File: config.mk
export PLATFORM = sky130hd
export DESIGN_NAME = conv_seq_ctrl
export DESIGN_NICKNAME = d
export VERILOG_FILES = /design/src/rtl/conv_seq_ctrl.sv
export SDC_FILE = /design/constraint.sdc
export NUM_CORES = 1
export LEC_CHECK = 0
export CAP_MARGIN = 10
export CORE_MARGIN = 2
export CORE_UTILIZATION = 56
export CTS_CLUSTER_DIAMETER = 100
export DETAILED_ROUTE_END_ITERATION = 12
export GPL_TIMING_DRIVEN = 0
export PLACE_DENSITY = 0.79
export SLEW_MARGIN = 30
export SYNTH_ARGS = -nofsm -noshare
export SYNTH_HDL_FRONTEND = slang
export SYNTH_SLANG_ARGS = --single-unit
File: constraint.sdc
create_clock -name clk -period 2.61 [get_ports clk]
set_clock_uncertainty 0.15 [all_clocks]
set_input_delay 0.522 -clock clk [delete_from_list [all_inputs] [get_ports clk]]
set_output_delay 0.522 -clock clk [all_outputs]
set_load 0.01 [all_outputs]
File: src/rtl/conv_seq_ctrl.sv
// conv_seq_ctrl -- sequencer for the multi-core 3x3 convolution datapath.
//
// Owns the single byte input stream. It first loads CHIP_NUM*WEIGHT_NUM
// weight bytes into the core bank, then streams size*size feature bytes into
// the shared data window. It also schedules the end-of-row weight rotation,
// the output mux select between cores, and the layer-2 buffered drain. It
// produces only enable/select strobes; the datapath registers act on them.
//
// Ports:
//   clk           system clock
//   rst_n         asynchronous active-low reset
//   start         begin a layer run (sampled only in IDLE)
//   layer_num     layer select, latched on an accepted start
//   in_valid      byte present on the input stream this cycle
//   busy          high from the cycle after an accepted start through DONE
//   done          one-cycle pulse at the end of a run
//   wt_shift_en   shift the input byte into the weight bank   (combinational)
//   data_shift_en shift the input byte into the data window   (combinational)
//   wt_rotate     rotate the weight bank at end of row        (combinational)
//   core_sel      core output mux select (layers 0/1)
//   out_valid     output byte valid this cycle
//   store_en      capture core outputs into output buffers (layer 2)
//   drain_en      shift the selected output buffer toward the output
//   drain_chip    index of the output buffer being drained
//   col_cnt       current column, 1..size while streaming
`timescale 1ns/1ps

module conv_seq_ctrl #(
  parameter int CHIP_NUM   = 2,
  parameter int WEIGHT_NUM = 9,
  parameter int SIZE_L0    = 26,
  parameter int SIZE_L1    = 12,
  parameter int SIZE_L2    = 5,
  parameter int STORE_LEN  = 14
) (
  input  logic       clk,
  input  logic       rst_n,
  input  logic       start,
  input  logic [1:0] layer_num,
  input  logic       in_valid,
  output logic       busy,
  output logic       done,
  output logic       wt_shift_en,
  output logic       data_shift_en,
  output logic       wt_rotate,
  output logic       core_sel,
  output logic       out_valid,
  output logic       store_en,
  output logic       drain_en,
  output logic       drain_chip,
  output logic [4:0] col_cnt
);

  localparam int NUM_W     = CHIP_NUM * WEIGHT_NUM;
  localparam int WIN_FULL  = CHIP_NUM + 1;
  localparam int DRAIN_LEN = 2 * STORE_LEN;

  typedef enum logic [2:0] {
    S_IDLE,
    S_LOAD_W,
    S_STREAM,
    S_FLUSH,
    S_DRAIN,
    S_DONE
  } state_e;

  state_e     state_q, state_d;
  logic [1:0] layer_q, layer_d;
  logic [4:0] wcnt_q, wcnt_d;
  logic [4:0] col_q, col_d;
  logic [9:0] dcnt_q, dcnt_d;
  logic [4:0] drcnt_q, drcnt_d;

  logic core_sel_q, core_sel_d;
  logic out_valid_q, out_valid_d;
  logic store_en_q, store_en_d;
  logic drain_en_q, drain_en_d;
  logic drain_chip_q, drain_chip_d;
  logic done_q, done_d;
  logic busy_q, busy_d;

  logic [4:0] size;
  logic [9:0] frame;
  logic       is_l2;
  logic       d_acc;
  logic       result;

  // Layer 3 reuses the layer-0 geometry.
  always_comb begin
    case (layer_q)
      2'd1:    size = 5'(SIZE_L1);
      2'd2:    size = 5'(SIZE_L2);
      default: size = 5'(SIZE_L0);
    endcase
  end

  assign frame = 10'(size) * 10'(size);
  assign is_l2 = (layer_q == 2'd2);
  assign d_acc = (state_q == S_STREAM) && in_valid;
  // Once CHIP_NUM+1 bytes sit in the window every further byte yields a result.
  assign result = d_acc && (dcnt_q >= 10'(WIN_FULL));

  // State and counter registers
  always_ff @(posedge clk or negedge rst_n) begin
    if (!rst_n) begin
      state_q      <= S_IDLE;
      layer_q      <= 2'd0;
      wcnt_q       <= 5'd0;
      col_q        <= 5'd0;
      dcnt_q       <= 10'd0;
      drcnt_q      <= 5'd0;
      core_sel_q   <= 1'b0;
      out_valid_q  <= 1'b0;
      store_en_q   <= 1'b0;
      drain_en_q   <= 1'b0;
      drain_chip_q <= 1'b0;
      done_q       <= 1'b0;
      busy_q       <= 1'b0;
    end else begin
      state_q      <= state_d;
      layer_q      <= layer_d;
      wcnt_q       <= wcnt_d;
      col_q        <= col_d;
      dcnt_q       <= dcnt_d;
      drcnt_q      <= drcnt_d;
      core_sel_q   <= core_sel_d;
      out_valid_q  <= out_valid_d;
      store_en_q   <= store_en_d;
      drain_en_q   <= drain_en_d;
      drain_chip_q <= drain_chip_d;
      done_q       <= done_d;
      busy_q       <= busy_d;
    end
  end

  // Next-state and counter logic
  always_comb begin
    state_d = state_q;
    layer_d = layer_q;
    wcnt_d  = wcnt_q;
    col_d   = col_q;
    dcnt_d  = dcnt_q;
    drcnt_d = drcnt_q;
    case (state_q)
      S_IDLE: begin
        if (start) begin
          layer_d = layer_num;
          wcnt_d  = 5'd0;
          col_d   = 5'd0;
          dcnt_d  = 10'd0;
          drcnt_d = 5'd0;
          state_d = S_LOAD_W;
        end
      end
      S_LOAD_W: begin
        if (in_valid) begin
          wcnt_d = wcnt_q + 5'd1;
          if (wcnt_q == 5'(NUM_W - 1)) begin
            state_d = S_STREAM;
            // col_cnt names the column of the byte about to be accepted.
            col_d   = 5'd1;
          end
        end
      end
      S_STREAM: begin
        if (in_valid) begin
          dcnt_d = dcnt_q + 10'd1;
          col_d  = (col_q == size) ? 5'd1 : col_q + 5'd1;
          if (dcnt_q == frame - 10'd1) state_d = S_FLUSH;
        end
      end
      S_FLUSH: begin
        state_d = is_l2 ? S_DRAIN : S_DONE;
      end
      S_DRAIN: begin
        drcnt_d = drcnt_q + 5'd1;
        if (drcnt_q == 5'(DRAIN_LEN - 1)) state_d = S_DONE;
      end
      S_DONE: begin
        state_d = S_IDLE;
      end
      default: begin
        state_d = S_IDLE;
      end
    endcase
  end

  // Output logic: stream strobes are immediate, the rest are registered.
  always_comb begin
    wt_shift_en   = (state_q == S_LOAD_W) && in_valid;
    data_shift_en = d_acc;
    wt_rotate     = d_acc && (col_q == size);

    out_valid_d  = (result && !is_l2) || (state_d == S_DRAIN);
    store_en_d   = result && is_l2;
    drain_en_d   = (state_d == S_DRAIN);
    drain_chip_d = (state_d == S_DRAIN) && (drcnt_d >= 5'(STORE_LEN));
    done_d       = (state_d == S_DONE);
    busy_d       = (state_d != S_IDLE);

    // The mux moves to the other core once the current result has gone out.
    core_sel_d = core_sel_q;
    if ((state_q == S_IDLE) && start) begin
      core_sel_d = 1'b0;
    end else if (out_valid_q && !is_l2) begin
      core_sel_d = ~core_sel_q;
    end
  end

  assign busy       = busy_q;
  assign done       = done_q;
  assign core_sel   = core_sel_q;
  assign out_valid  = out_valid_q;
  assign store_en   = store_en_q;
  assign drain_en   = drain_en_q;
  assign drain_chip = drain_chip_q;
  assign col_cnt    = col_q;

endmodule
==> flow_summary.ini, run 1 <==
[status]
status = finished clean

[logic_synthesis]
ys_types = 55
async_reset_ff_frac = 1.00
ys.flop_type = dfrtp_1
syn_nets = 231
synth_edf_count = 0
synth_warnings = 0
ys_ff_latch = 37
syn_inst = 217
syn_area_um2 = 2100
postSynthAreaPerCell_um2 = 9.66
seq_area_frac_synth = 0.442

[setup_path]
end_kind = primary output
path_class = reg -> out
timing.rr.start = layer_q[0]$_DFFE_PN0P_
required_ns = 1.94
critPathLaunch = state_q[2]$_DFF_PN0_
crit_fanout = 10
crit_arrival_ns = 1.85
startpoint_type = flop
rrSetupSlack_ns = 0.39

[global_routing]
grt_pass1_vias = 1551
grt_max_degree = 23
grt_pass1_wl_mm = 7.36
gr-total-overflow = 0
antenna_found_initial = 0
track_usage = 0.228

[clock_tree]
tritoncts = done
cts_num_sinks = 37
cts_max_path_buffers = 2
cts-root-buf = clkbuf_8
cts_max_level = 2
path_clk_slew_ns = 0.07
insertion_delay_ns = 0.30
cts_buffers = 5

[power_and_ir_drop]
leakage_nw = 1.09
ir_drop_uv = 501
p_total_mw = 1.85
p_per_area_nw_per_um2 = 725

[floorplan]
start_util = 0.577
fp-row-count = 22
fp.dieW_um = 65.2
dieHeight_um = 65.2
io_pins = 21
dieArea_um2 = 4250
core-area_um2 = 3630

[route]
wl_mm = 4.27
ant_nets = 0
vias_per_cell = 5.74
avgRoutedWirePerCell_um = 14.4
vias = 1706
route.detailed.drc = 0
drt_iter0_drc = 83
drtPass1Iterations = 4

[timing]
fin_crit_sh = 0.966
worst_slack_ns = 0.0878
slew_headroom = 0.625
finalMaxSlewViolations = 0
hold_viol = 0
setup_tns_ns = 0
timing.hold.ws_ns = 0.386
max_freq_ghz = 0.396
grt_setup_unrepaired = false
setup_viol = 0
worst_pin_slew_ns = 0.561
period_minus_slack_ns = 2.52

[min_path]
timing.hold.worst.class = reg -> reg
hold_start = drcnt_q[0]$_DFF_PN0_

[finish]
postLayoutCellArea_um2 = 2550
fillerInstances = 299
syn2layout_area_growth_pct = 21.6
drive_above_1_share = 0.133
fin_util = 0.702
layout.nets = 262
fin_cells = 297
diodes = 0

[placed_design]
dp_hpwl_mm = 3.03
post-place-cells = 286
placed_area_um2 = 2380
numPortBuffers = 20
place.gp.congestion = 0.906
place_ws_ns = -0.247

[job]
drv_cap = 0
what timing repair did:
action                     CTS  global route
gates resized for setup     10             6
hold buffers                 1             0
pin swaps                    2             0
hold endpoints to repair    14             0
setup endpoints to repair    3             2
buffers inserted             2             0
critical path: stages, from the launching register on:
cell,delay [ns]
dfrtp_1,0.42
buf_4,0.19
nor4bb_2,0.27
buf_4,0.16
clkdlybuf4s50_1,0.52
where the power goes:
part           switching, mW  internal (mW)  leakage (nW)  total, mW
clock network          0.207          0.239        0.0542      0.445
registers              0.109          0.672         0.497      0.781
logic                  0.313          0.309         0.535      0.622
total                  0.628           1.22          1.09       1.85
cell type report:
| class | count | area [um2] | share of cell area |
|---|---|---|---|
| Inverter | 10 | 38.8 | 0.0152 |
| Multi-Input combinational cell | 159 | 1120 | 0.438 |
| Buffer | 11 | 60.1 | 0.0236 |
| Tap cell | 48 | 60.1 | 0.0236 |
| Clock buffer | 7 | 96.3 | 0.0378 |
| Sequential cell | 37 | 926 | 0.363 |
| Clock inverter | 1 | 5.00 | 0.00196 |
| Timing Repair Buffer | 24 | 248 | 0.0972 |
cells in the final DEF (no fill, tap or decap), types with 3 or more instances in the layout:
cell type and count:
nand4_1 9, xor2_1 9, or2_2 3, o211ai_1 7, clkbuf_8 7, o21ai_0 11
nand3_1 13, clkbuf_1 5, buf_2 4, buf_4 4, clkdlybuf4s50_1 17, dfrtp_1 37
ha_1 6, and4_1 3, inv_1 8, nand2_1 16, xnor2_1 10, nor2_1 21
per-layer routing:
layer  vias up  wire (um)  track usage
li1        850          -            -
met1       822       2040        0.307
met2        30       2020        0.353
met3         4        158       0.0531
met4         0         44       0.0938
met5         -          0            0
Yosys cell counts, types with 2 or more instances:
cell type,n,area share
buf_2,4,0.0095
dfrtp_1,37,0.44
nor4b_1,2,0.0084
inv_1,8,0.014
or2_2,3,0.0090
nor2b_1,2,0.0060
nand4bb_1,2,0.011
o21ai_0,11,0.026
a21oi_1,2,0.0048
nand2_1,16,0.029
and3_1,2,0.0060
a211oi_1,2,0.0072
nand3_1,13,0.031
nor2_1,21,0.038
ha_1,8,0.048
nand2b_1,2,0.0060
and4_1,3,0.013
nor4bb_1,2,0.0095
a31oi_1,2,0.0060
o211ai_1,7,0.025
xor2_1,9,0.038
xnor2_1,10,0.042
nand4b_1,2,0.0084
o21a_1,2,0.0072
nor3b_1,2,0.0072
nand4_1,9,0.027
clkbuf_1,6,0.011
registers in the layout, summed over array words and instances (netlist names):
| register | flops |
|---|---|
| drain_en | 1 |
| core_sel | 1 |
| out_valid | 1 |
| wcnt_q | 5 |
| drcnt_q | 5 |
| drain_chip | 1 |
| dcnt_q | 10 |
| done | 1 |
| state_q | 3 |
| store_en | 1 |
| busy | 1 |
| layer_q | 2 |
| col_cnt | 5 |
final timing paths:
path                                                to  depth (start not counted)
worst max-delay path                       wt_shift_en                          4
worst min-delay path              drcnt_q[0]$_DFF_PN0_                          1
worst max register to register          busy$_DFF_PN0_                          6
worst min register to register    drcnt_q[0]$_DFF_PN0_                          1
max in group asynchronous        dcnt_q[4]$_DFFE_PN0P_                          3
min in group asynchronous       layer_q[0]$_DFFE_PN0P_                          2
logic make-up after synthesis:
group | count (synthesis) | share of synthesized area
AOI/OAI and AO/OA | 37 | 0.121
buffers and inverters | 21 | 0.0436
and+or+nand+nor | 94 | 0.261
xor gates and xnor gates | 19 | 0.0794
muxes | 1 | 0.00537
DFF | 37 | 0.442
adders and majority gates | 8 | 0.0477
Note: power is estimated with default switching activity, not from simulation.
==> run 2, diff against run 1 <==
CORE_MARGIN = unset   (was 2)
==> run 2 against run 1 <==
  * Setup slack got worse by 0.029 ns
  * Die area fell by 6.0%
  * Flip-flop and latch count unchanged
  * Critical path type is now in -> out
  * Critical endpoint is now data_shift_en
  * Highest routed layer unchanged
==> flow_summary.ini, run 2 (synthesis results as in run 1) <==
[finish]
fin_cells = 295
multi_input_area_um2 = 1110
largest_register_ffs = 10
fillerInstances = 286
fin_util = 0.728
mostFrequentLayoutCells = 37 x dfrtp_1, 21 x nor2_1, 16 x nand2_1, 16 x clkdlybuf4s50_1, 13 x nand3_1
diodes = 0
syn2layout_area_growth_pct = 20.3
final_common_cell = dfrtp_1
top_register = dcnt_q
layout.nets = 263
sequential_cell_area_um2 = 926
drive_above_1_share = 0.129

[setup_path]
startpoint_type = input port
r2r_cells = 5
crit_fanout = 10
worst_r2r_endpoint = dcnt_q[9]$_DFFE_PN0P_
crit_arrival_ns = 1.88
required_ns = 1.94
path_class = in -> out
end_kind = primary output
timing.rr.start = state_q[0]$_DFF_PN0_
rrSetupSlack_ns = 0.43

[power_and_ir_drop]
leakage_nw = 1.09
p_per_area_nw_per_um2 = 722
ir_drop_uv = 481

[timing]
setup_viol = 0
finalMaxSlewViolations = 0
max_freq_ghz = 0.392
slew_headroom = 0.639
hold_viol = 0
grt_setup_unrepaired = false
period_minus_slack_ns = 2.55
fin_crit_sh = 0.978
worst_pin_slew_ns = 0.540

[route]
route.detailed.drc = 0
vias_per_cell = 6.10
wl_mm = 4.58
drt_iter0_drc = 91
ant_nets = 0
vias = 1799
drtPass1Iterations = 4
avgRoutedWirePerCell_um = 15.5

[clock_tree]
tritoncts = done
path_clk_slew_ns = 0.06
cts_max_path_buffers = 2
cts-root-buf = clkbuf_8
cts_max_level = 2
cts_num_sinks = 37
cts_buffers = 5
insertion_delay_ns = 0.29

[placed_design]
place.gp.congestion = 0.798
dp_hpwl_mm = 3.05
numPortBuffers = 20
post-place-cells = 284

[floorplan]
dieHeight_um = 63.2
io_pins = 21
start_util = 0.605
fp.dieW_um = 63.2
core-area_um2 = 3470
fp-row-count = 21
dieArea_um2 = 3990

[global_routing]
track_usage = 0.256
grt_pass1_wl_mm = 7.99
gr-total-overflow = 0
grt_pass1_vias = 1692
antenna_found_initial = 0
grt_max_degree = 26

[min_path]
hold_start = drcnt_q[0]$_DFF_PN0_
hold_path_end = drcnt_q[0]$_DFF_PN0_
whs_path_depth = 1
timing.hold.worst.class = reg -> reg

[status]
status = finished clean

[job]
drv_cap = 0
==> run 2: changes by cell type in the layout (fill, tap and decap cells not counted), sizes merged <==
cell	delta
dlymetal6s2s	+1
clkdlybuf4s50	-1
clkinv	-1
dlygate4sd2	+1
buf	+1
clkdlybuf4s15	-1
==> run 2: worst max path at each step <==
| stage | slack [ns] | cells after the start | to | start |
|---|---|---|---|---|
| after floorplan | 0.55 | 5 | wt_rotate | layer_q[0]$_DFFE_PN0P_ |
| after global placement | -0.22 | 5 | data_shift_en | in_valid |
| after detailed placement | -0.27 | 5 | data_shift_en | in_valid |
| after CTS | 0.0002 | 4 | wt_shift_en | state_q[2]$_DFF_PN0_ |
| after global routing | 0.009 | 5 | data_shift_en | in_valid |
| final | 0.06 | 5 | data_shift_en | in_valid |
==> run 2: final cells by class <==
cell class | instances | area share
Multi-Input combinational cell | 159 | 0.439
Inverter | 10 | 0.0154
Sequential cell | 37 | 0.367
Timing Repair Buffer | 25 | 0.0982
Tap cell | 46 | 0.0228
Buffer | 11 | 0.0238
Clock buffer | 7 | 0.0342
==> run 2: worst max-delay path: stages <==
cell             delay, ns
dlygate4sd2_1         0.30
nand4bb_1             0.12
buf_2                 0.23
clkinv_2              0.19
clkdlybuf4s50_1       0.52
==> run 2: stage by stage <==
stage / hold WS [ns] / setup WS [ns] / total power [mW] / setup TNS [ns] / area (um2)
after floorplan: 0.0764 / 0.547 / 1.15 / 0 / 2100
after global placement: 0.362 / -0.219 / 1.33 / -0.557 / 2350
after detailed placement: 0.289 / -0.275 / 1.35 / -0.637 / 2370
after CTS: 0.388 / 0.000202 / 1.77 / 0 / 2480
after global routing: 0.426 / 0.00916 / 1.94 / 0 / 2520
final: 0.387 / 0.0584 / 1.82 / 0 / 2520
==> run 2: per-layer routing <==
metal | vias up | global-route usage | wire length, um
met3 | 11 | 0.0489 | 248
li1 | 847 | - | -
met4 | 0 | 0.0909 | 65
met5 | - | 0 | 0
met2 | 66 | 0.405 | 2120
met1 | 875 | 0.352 | 2140
==> run 2: what timing repair did <==
| action | in CTS | in global routing |
|---|---|---|
| buffers inserted | 1 | 2 |
| hold buffers | 1 | 0 |
| cloned | 0 | 0 |
| hold endpoints to repair | 12 | 0 |
| resized for setup | 7 | 8 |
| pin swaps | 1 | 2 |
| endpoints found under the setup margin | 3 | 2 |
==> run 2: where the power goes <==
group / switching [mW] / internal [mW]
logic: 0.321 / 0.310
clock network: 0.198 / 0.210
registers: 0.112 / 0.672
